`config.mk`:
```
export PLATFORM = sky130hd
export DESIGN_NAME = adc_sample_source_flat
export DESIGN_NICKNAME = d
export VERILOG_FILES = /design/src/rtl/adc_sample_source_if.sv /design/src/rtl/adc_sample_source.sv /design/src/flat_wrapper.sv
export SDC_FILE = /design/constraint.sdc
export NUM_CORES = 1
export LEC_CHECK = 0
export CORE_MARGIN = 10
export CORE_UTILIZATION = 49
export CTS_CLUSTER_SIZE = 30
export DETAILED_ROUTE_END_ITERATION = 7
export PLACE_DENSITY = 0.7
export SYNTH_ARGS = -nofsm -noshare
export SYNTH_HDL_FRONTEND = slang
export SYNTH_SLANG_ARGS = --single-unit
export TNS_END_PERCENT = 50
```
`constraint.sdc`:
```
create_clock -name clk_in -period 4.65 [get_ports clk_in]
set_input_delay 0.93 -clock clk_in [delete_from_list [all_inputs] [get_ports clk_in]]
set_output_delay 0.93 -clock clk_in [all_outputs]
set_load 0.02 [all_outputs]
```
`src/rtl/adc_sample_source_if.sv`:
```
// Bundles the ADC front end's SPI pins, enable and the sample stream handed to the filter chain.
// The master side is the front end that produces samples; the slave side is the ADC or consumer.
interface adc_sample_source_if;
    logic               enable_in;
    logic               miso_in;
    logic               cs_n_out;
    logic               sclk_out;
    logic signed [15:0] sample_out;
    logic               ready_out;
    logic               frame_err_out;

    modport master (
        input  enable_in,
        input  miso_in,
        output cs_n_out,
        output sclk_out,
        output sample_out,
        output ready_out,
        output frame_err_out
    );

    modport slave (
        output enable_in,
        output miso_in,
        input  cs_n_out,
        input  sclk_out,
        input  sample_out,
        input  ready_out,
        input  frame_err_out
    );
endinterface

```
`src/rtl/adc_sample_source.sv`:
```
// Periodic 16-SCLK SPI conversion of a 12-bit ADC code, mid-scale offset removed,
// delivered as a signed 16-bit sample with a one-cycle ready strobe.
module adc_sample_source #(
    parameter int CLK_DIV       = 4,
    parameter int SAMPLE_PERIOD = 2048,
    parameter int DC_OFFSET     = 2048
) (
    input  logic                 clk_in,
    input  logic                 rst_in,
    adc_sample_source_if.master  bus
);

    localparam int DATA_W = 16;
    localparam int DIV_W  = $clog2(CLK_DIV);
    localparam int CNT_W  = $clog2(SAMPLE_PERIOD);

    localparam logic [DIV_W-1:0] DIV_LAST    = DIV_W'(CLK_DIV - 1);
    localparam logic [CNT_W-1:0] PERIOD_LAST = CNT_W'(SAMPLE_PERIOD - 1);

    typedef enum logic [1:0] {
        ST_IDLE,
        ST_SETUP,
        ST_SHIFT,
        ST_DONE
    } state_t;

    // Subtraction is done one bit wider so the offset cannot wrap before truncation.
    function automatic logic signed [DATA_W-1:0] remove_offset(input logic [11:0] code);
        logic signed [DATA_W:0] wide;
        wide = $signed({5'b0, code}) - $signed((DATA_W+1)'(DC_OFFSET));
        return wide[DATA_W-1:0];
    endfunction

    state_t                    state_q,     state_d;
    logic [CNT_W-1:0]          period_q,    period_d;
    logic [DIV_W-1:0]          div_q,       div_d;
    logic [3:0]                bit_q,       bit_d;
    logic [15:0]               raw_q,       raw_d;
    logic                      miso_p0_q,   miso_p0_d;
    logic                      miso_p1_q,   miso_p1_d;
    logic                      cs_n_q,      cs_n_d;
    logic                      sclk_q,      sclk_d;
    logic signed [DATA_W-1:0]  sample_q,    sample_d;
    logic                      ready_q,     ready_d;
    logic                      frame_err_q, frame_err_d;

    always_comb begin
        state_d     = state_q;
        period_d    = period_q;
        div_d       = div_q;
        bit_d       = bit_q;
        raw_d       = raw_q;
        cs_n_d      = cs_n_q;
        sclk_d      = sclk_q;
        sample_d    = sample_q;
        ready_d     = 1'b0;
        frame_err_d = 1'b0;
        miso_p0_d   = bus.miso_in;
        miso_p1_d   = miso_p0_q;

        // The period counter free-runs except when parked in IDLE with conversions disabled.
        if ((state_q == ST_IDLE) && !bus.enable_in) begin
            period_d = '0;
        end else if (period_q == PERIOD_LAST) begin
            period_d = '0;
        end else begin
            period_d = period_q + CNT_W'(1);
        end

        case (state_q)
            ST_IDLE: begin
                cs_n_d = 1'b1;
                sclk_d = 1'b1;
                if ((period_q == '0) && bus.enable_in) begin
                    state_d = ST_SETUP;
                    cs_n_d  = 1'b0;
                    div_d   = '0;
                end
            end
            ST_SETUP: begin
                if (div_q == DIV_LAST) begin
                    state_d = ST_SHIFT;
                    sclk_d  = 1'b0;
                    div_d   = '0;
                    bit_d   = 4'd15;
                end else begin
                    div_d = div_q + DIV_W'(1);
                end
            end
            ST_SHIFT: begin
                if (div_q != DIV_LAST) begin
                    div_d = div_q + DIV_W'(1);
                end else begin
                    div_d = '0;
                    if (!sclk_q) begin
                        sclk_d = 1'b1;
                        raw_d  = {raw_q[14:0], miso_p1_q};
                    end else if (bit_q == 4'd0) begin
                        state_d = ST_DONE;
                    end else begin
                        sclk_d = 1'b0;
                        bit_d  = bit_q - 4'd1;
                    end
                end
            end
            ST_DONE: begin
                state_d     = ST_IDLE;
                cs_n_d      = 1'b1;
                sclk_d      = 1'b1;
                ready_d     = 1'b1;
                frame_err_d = |raw_q[15:12];
                sample_d    = remove_offset(raw_q[11:0]);
            end
            default: begin
                state_d = ST_IDLE;
                cs_n_d  = 1'b1;
                sclk_d  = 1'b1;
            end
        endcase
    end

    // Register stage: FSM, counters, synchronizer and all outputs.
    always_ff @(posedge clk_in) begin
        if (rst_in) begin
            state_q     <= ST_IDLE;
            period_q    <= '0;
            div_q       <= '0;
            bit_q       <= '0;
            raw_q       <= '0;
            miso_p0_q   <= 1'b0;
            miso_p1_q   <= 1'b0;
            cs_n_q      <= 1'b1;
            sclk_q      <= 1'b1;
            sample_q    <= '0;
            ready_q     <= 1'b0;
            frame_err_q <= 1'b0;
        end else begin
            state_q     <= state_d;
            period_q    <= period_d;
            div_q       <= div_d;
            bit_q       <= bit_d;
            raw_q       <= raw_d;
            miso_p0_q   <= miso_p0_d;
            miso_p1_q   <= miso_p1_d;
            cs_n_q      <= cs_n_d;
            sclk_q      <= sclk_d;
            sample_q    <= sample_d;
            ready_q     <= ready_d;
            frame_err_q <= frame_err_d;
        end
    end

    assign bus.cs_n_out      = cs_n_q;
    assign bus.sclk_out      = sclk_q;
    assign bus.sample_out    = sample_q;
    assign bus.ready_out     = ready_q;
    assign bus.frame_err_out = frame_err_q;

endmodule

```
`src/flat_wrapper.sv`:
```
// flat-port wrapper written by rule: the top's interface ports become plain ports
module adc_sample_source_flat 
#(
    parameter int CLK_DIV       = 4,
    parameter int SAMPLE_PERIOD = 2048,
    parameter int DC_OFFSET     = 2048
)
  (clk_in, rst_in, bus_enable_in, bus_miso_in, bus_cs_n_out, bus_sclk_out, bus_sample_out, bus_ready_out, bus_frame_err_out);
  adc_sample_source_if bus_i ();
  input  logic clk_in;
  input  logic rst_in;
  input wire logic [$bits(bus_i.enable_in)-1:0] bus_enable_in;
  input wire logic [$bits(bus_i.miso_in)-1:0] bus_miso_in;
  output wire logic [$bits(bus_i.cs_n_out)-1:0] bus_cs_n_out;
  output wire logic [$bits(bus_i.sclk_out)-1:0] bus_sclk_out;
  output wire logic [$bits(bus_i.sample_out)-1:0] bus_sample_out;
  output wire logic [$bits(bus_i.ready_out)-1:0] bus_ready_out;
  output wire logic [$bits(bus_i.frame_err_out)-1:0] bus_frame_err_out;
  assign bus_i.enable_in = bus_enable_in;
  assign bus_i.miso_in = bus_miso_in;
  assign bus_cs_n_out = bus_i.cs_n_out;
  assign bus_sclk_out = bus_i.sclk_out;
  assign bus_sample_out = bus_i.sample_out;
  assign bus_ready_out = bus_i.ready_out;
  assign bus_frame_err_out = bus_i.frame_err_out;
  adc_sample_source #(.CLK_DIV(CLK_DIV), .SAMPLE_PERIOD(SAMPLE_PERIOD), .DC_OFFSET(DC_OFFSET)) u_core (.clk_in(clk_in), .rst_in(rst_in), .bus(bus_i));
endmodule
```
==> out/qor.yml <==
hold_violations: 0
crit_chain: "clkdlybuf4s50_1"
fin_crit_sh_pct: 51.1
final_util_pct: 57.9
yosys.area.top_type: "dfxtp_1"
timing.rr.end: "u_core.raw_q[6]$_SDFFE_PP0P_"
arrival_ns: 1.45
n_antenna_cell: 0
fin_area_um2: 2560
cts-buffers-inserted: 5
cts_sinks: 53
fin_ws_ns: 2.27
std_cell_rows: 24
synth_edf_count: 0
reg2reg_depth: 6
core_um2: 4410
placed_cells_incl_taps: 306
skew_ns: 0.00595
ys.flop_type: "dfxtp_1"
num_vias: 1652
cp_num_buf_inv: 1
post-place-ws_ns: 1.98
crit_required_ns: 3.72
drt-pass1-iter-count: 4
placed_area_um2: 2470
drtIter0Drc: 133
fin_crit_ns: 2.38
gp_congestion: 0.812
postCtsHoldBufs: 0
worst_pin_slew_ns: 1.00
ant_nets: 0
start_util_pct: 51.0
rrSetupSlack_ns: 2.52
tns_ns: 0
post_cts_buffers: 0
syn2layout_area_growth_pct: 13.6
cts-htree-levels: 2
insertion_delay_ns: 0.31
hold_path_class: "reg2reg"
rsz0062_at_grt: "no"
wl_per_cell_um: 13.1
drt_wl_total_um: 4110
drive_gt1_share_pct: 6.11
cp-start-kind: "flop"
n_fill_cell: 384
ys_async_sr_fraction_pct: 0
hpwl_um: 2790
max-cap-violations: 0
cts_resized: 0
leakage_nw: 0.899
max_freq_ghz: 0.421
synth_area_um2: 2250
antenna_found_initial: 0
syn_nets: 259
io_buffers: 23
syn_inst: 246
yosysTopAreaCellShare_pct: 47.1
vdd_drop_max_mv: 0.208
avgViaCountPerCell: 5.26
power.density_nw_per_um2: 448
setup_viol: 0
avgSynthCellArea_um2: 9.16
min_from: "u_core.miso_p0_q$_SDFF_PP0_"
worstSetupStartpoint: "u_core.bus.sclk_out$_SDFFE_PP1P_"
synth_cell_types: 43
total_power_mw: 1.14
cp_slowest_stage_delay_ns: 0.66
die-height_um: 87.8
maxSlewHeadroom_pct: 32.8
outcome: "finished clean"
yosysSeqAreaShare_pct: 47.1
critPathCaptureType: "primary output"
grt_overflow_total: 0
path_depth: 1
fp.dieW_um: 87.8
grt_pass1_wl_um: 7220
cts.clk_slew.worst_paths_ns: 0.09
cp_top_family: "buffers and inverters"
yosys_warnings: 0
critical_path.slowest_cell: "clkdlybuf4s50_1"
die_area_um2: 7710
track_usage_pct: 11.3
holdWs_ns: 0.451
ctsLongestPathBuffers: 2
cts_root_buf: "clkbuf_8"
ys_ff_latch: 53
worstSetupPathType: "reg2out"
path_max_fanout: 7
synthTopCellsByArea: "dfxtp_1 47%, nand2_1 6.3%, ha_1 5.0%"
post-route-drc-count: 0
drv_slew: 0
layout.nets: 274
ios: 24
grt_pass1_vias: 1562
cts_tree: "yes"
grt_max_degree: 42
stdcell_count: 314
endpoint: "bus_sclk_out"
reg2reg_from: "u_core.state_q[0]$_SDFFE_PP0P_"
## logic make-up (layout without fill, tap and decap cells)
| group | after synthesis | in the layout | synth area share [%] |
|---|---|---|---|
| XOR/XNOR | 9 | 9 | 3.50 |
| AND/OR/NAND/NOR | 96 | 96 | 19.8 |
| adder cells (fa/ha/maj) | 9 | 9 | 5.00 |
| AO/OA/AOI/OAI | 42 | 42 | 14.3 |
| multiplexers | 11 | 11 | 4.89 |
| flip-flops | 53 | 53 | 47.1 |
| buffers and inverters | 26 | 42 | 5.39 |
## how the worst min path moves through the flow
stage          slack (ns)  depth (start not counted)                           to
2_1_floorplan        0.41                          1  u_core.miso_p1_q$_SDFF_PP0_
3_3_place_gp         0.43                          1  u_core.miso_p1_q$_SDFF_PP0_
3_5_place_dp         0.43                          1  u_core.miso_p1_q$_SDFF_PP0_
4_1_cts              0.46                          1  u_core.miso_p1_q$_SDFF_PP0_
5_1_grt              0.47                          1  u_core.miso_p1_q$_SDFF_PP0_
6_report             0.45                          1  u_core.miso_p1_q$_SDFF_PP0_
## layout by cell type (no fill, tap or decap), drive strengths merged, types with 3 or more instances in the layout
cell / count
nor2b: 5
nand2: 38
ha: 9
clkdlybuf4s50: 23
a211oi: 4
a21oi: 18
nor3: 4
dfxtp: 53
inv: 11
nand3: 5
a41oi: 3
nor2: 29
clkbuf: 6
a311oi: 4
mux2i: 11
xor2: 8
## sequential cells by signal (all words and copies together) (netlist names)
signal	flops
u_core.bit_q	4
u_core.bus.cs_n_out	1
u_core.bus.frame_err_out	1
u_core.bus.ready_out	1
u_core.bus.sample_out	12
u_core.bus.sclk_out	1
u_core.div_q	2
u_core.miso_p0_q	1
u_core.miso_p1_q	1
u_core.period_q	11
u_core.raw_q	16
u_core.state_q	2
## power by group
| part | total (mW) | leakage [nW] | switching (mW) | internal, mW |
|---|---|---|---|---|
| registers | 0.522 | 0.429 | 0.0338 | 0.488 |
| logic | 0.364 | 0.424 | 0.204 | 0.160 |
| clock network | 0.258 | 0.0456 | 0.151 | 0.108 |
| total | 1.14 | 0.899 | 0.389 | 0.756 |
## synthesized netlist by cell type, types with 2 or more instances
master,count
a211oi_1,3
a21oi_1,18
a311oi_1,3
a31oi_1,2
a41o_1,2
a41oi_1,3
and4_1,2
buf_2,4
buf_4,5
clkbuf_1,6
dfxtp_1,53
ha_1,9
inv_1,10
mux2i_1,11
nand2_1,38
nand2b_1,2
nand3_1,5
nand4_1,2
nor2_1,29
nor2b_1,5
nor3_1,4
or2_1,2
xor2_1,8
## final cells by class
class	count	area, um2	share of cell area [%]
clock inverter	2	13.8	0.538
sequential	53	1060	41.5
clock buffer	6	72.6	2.84
timing repair buffer	24	238	9.30
tap	52	65.1	2.54
inverter	10	37.5	1.47
multi-input combinational	167	1070	41.8
## metal layers
metal,up-vias,wire [um],GRT usage [%]
li1,869,-,-
met1,758,2010,14.6
met2,21,1860,17.5
met3,4,195,3.25
met4,0,42,4.35
met5,-,0,0
No activity file was read; power rests on OpenSTA's default activity.
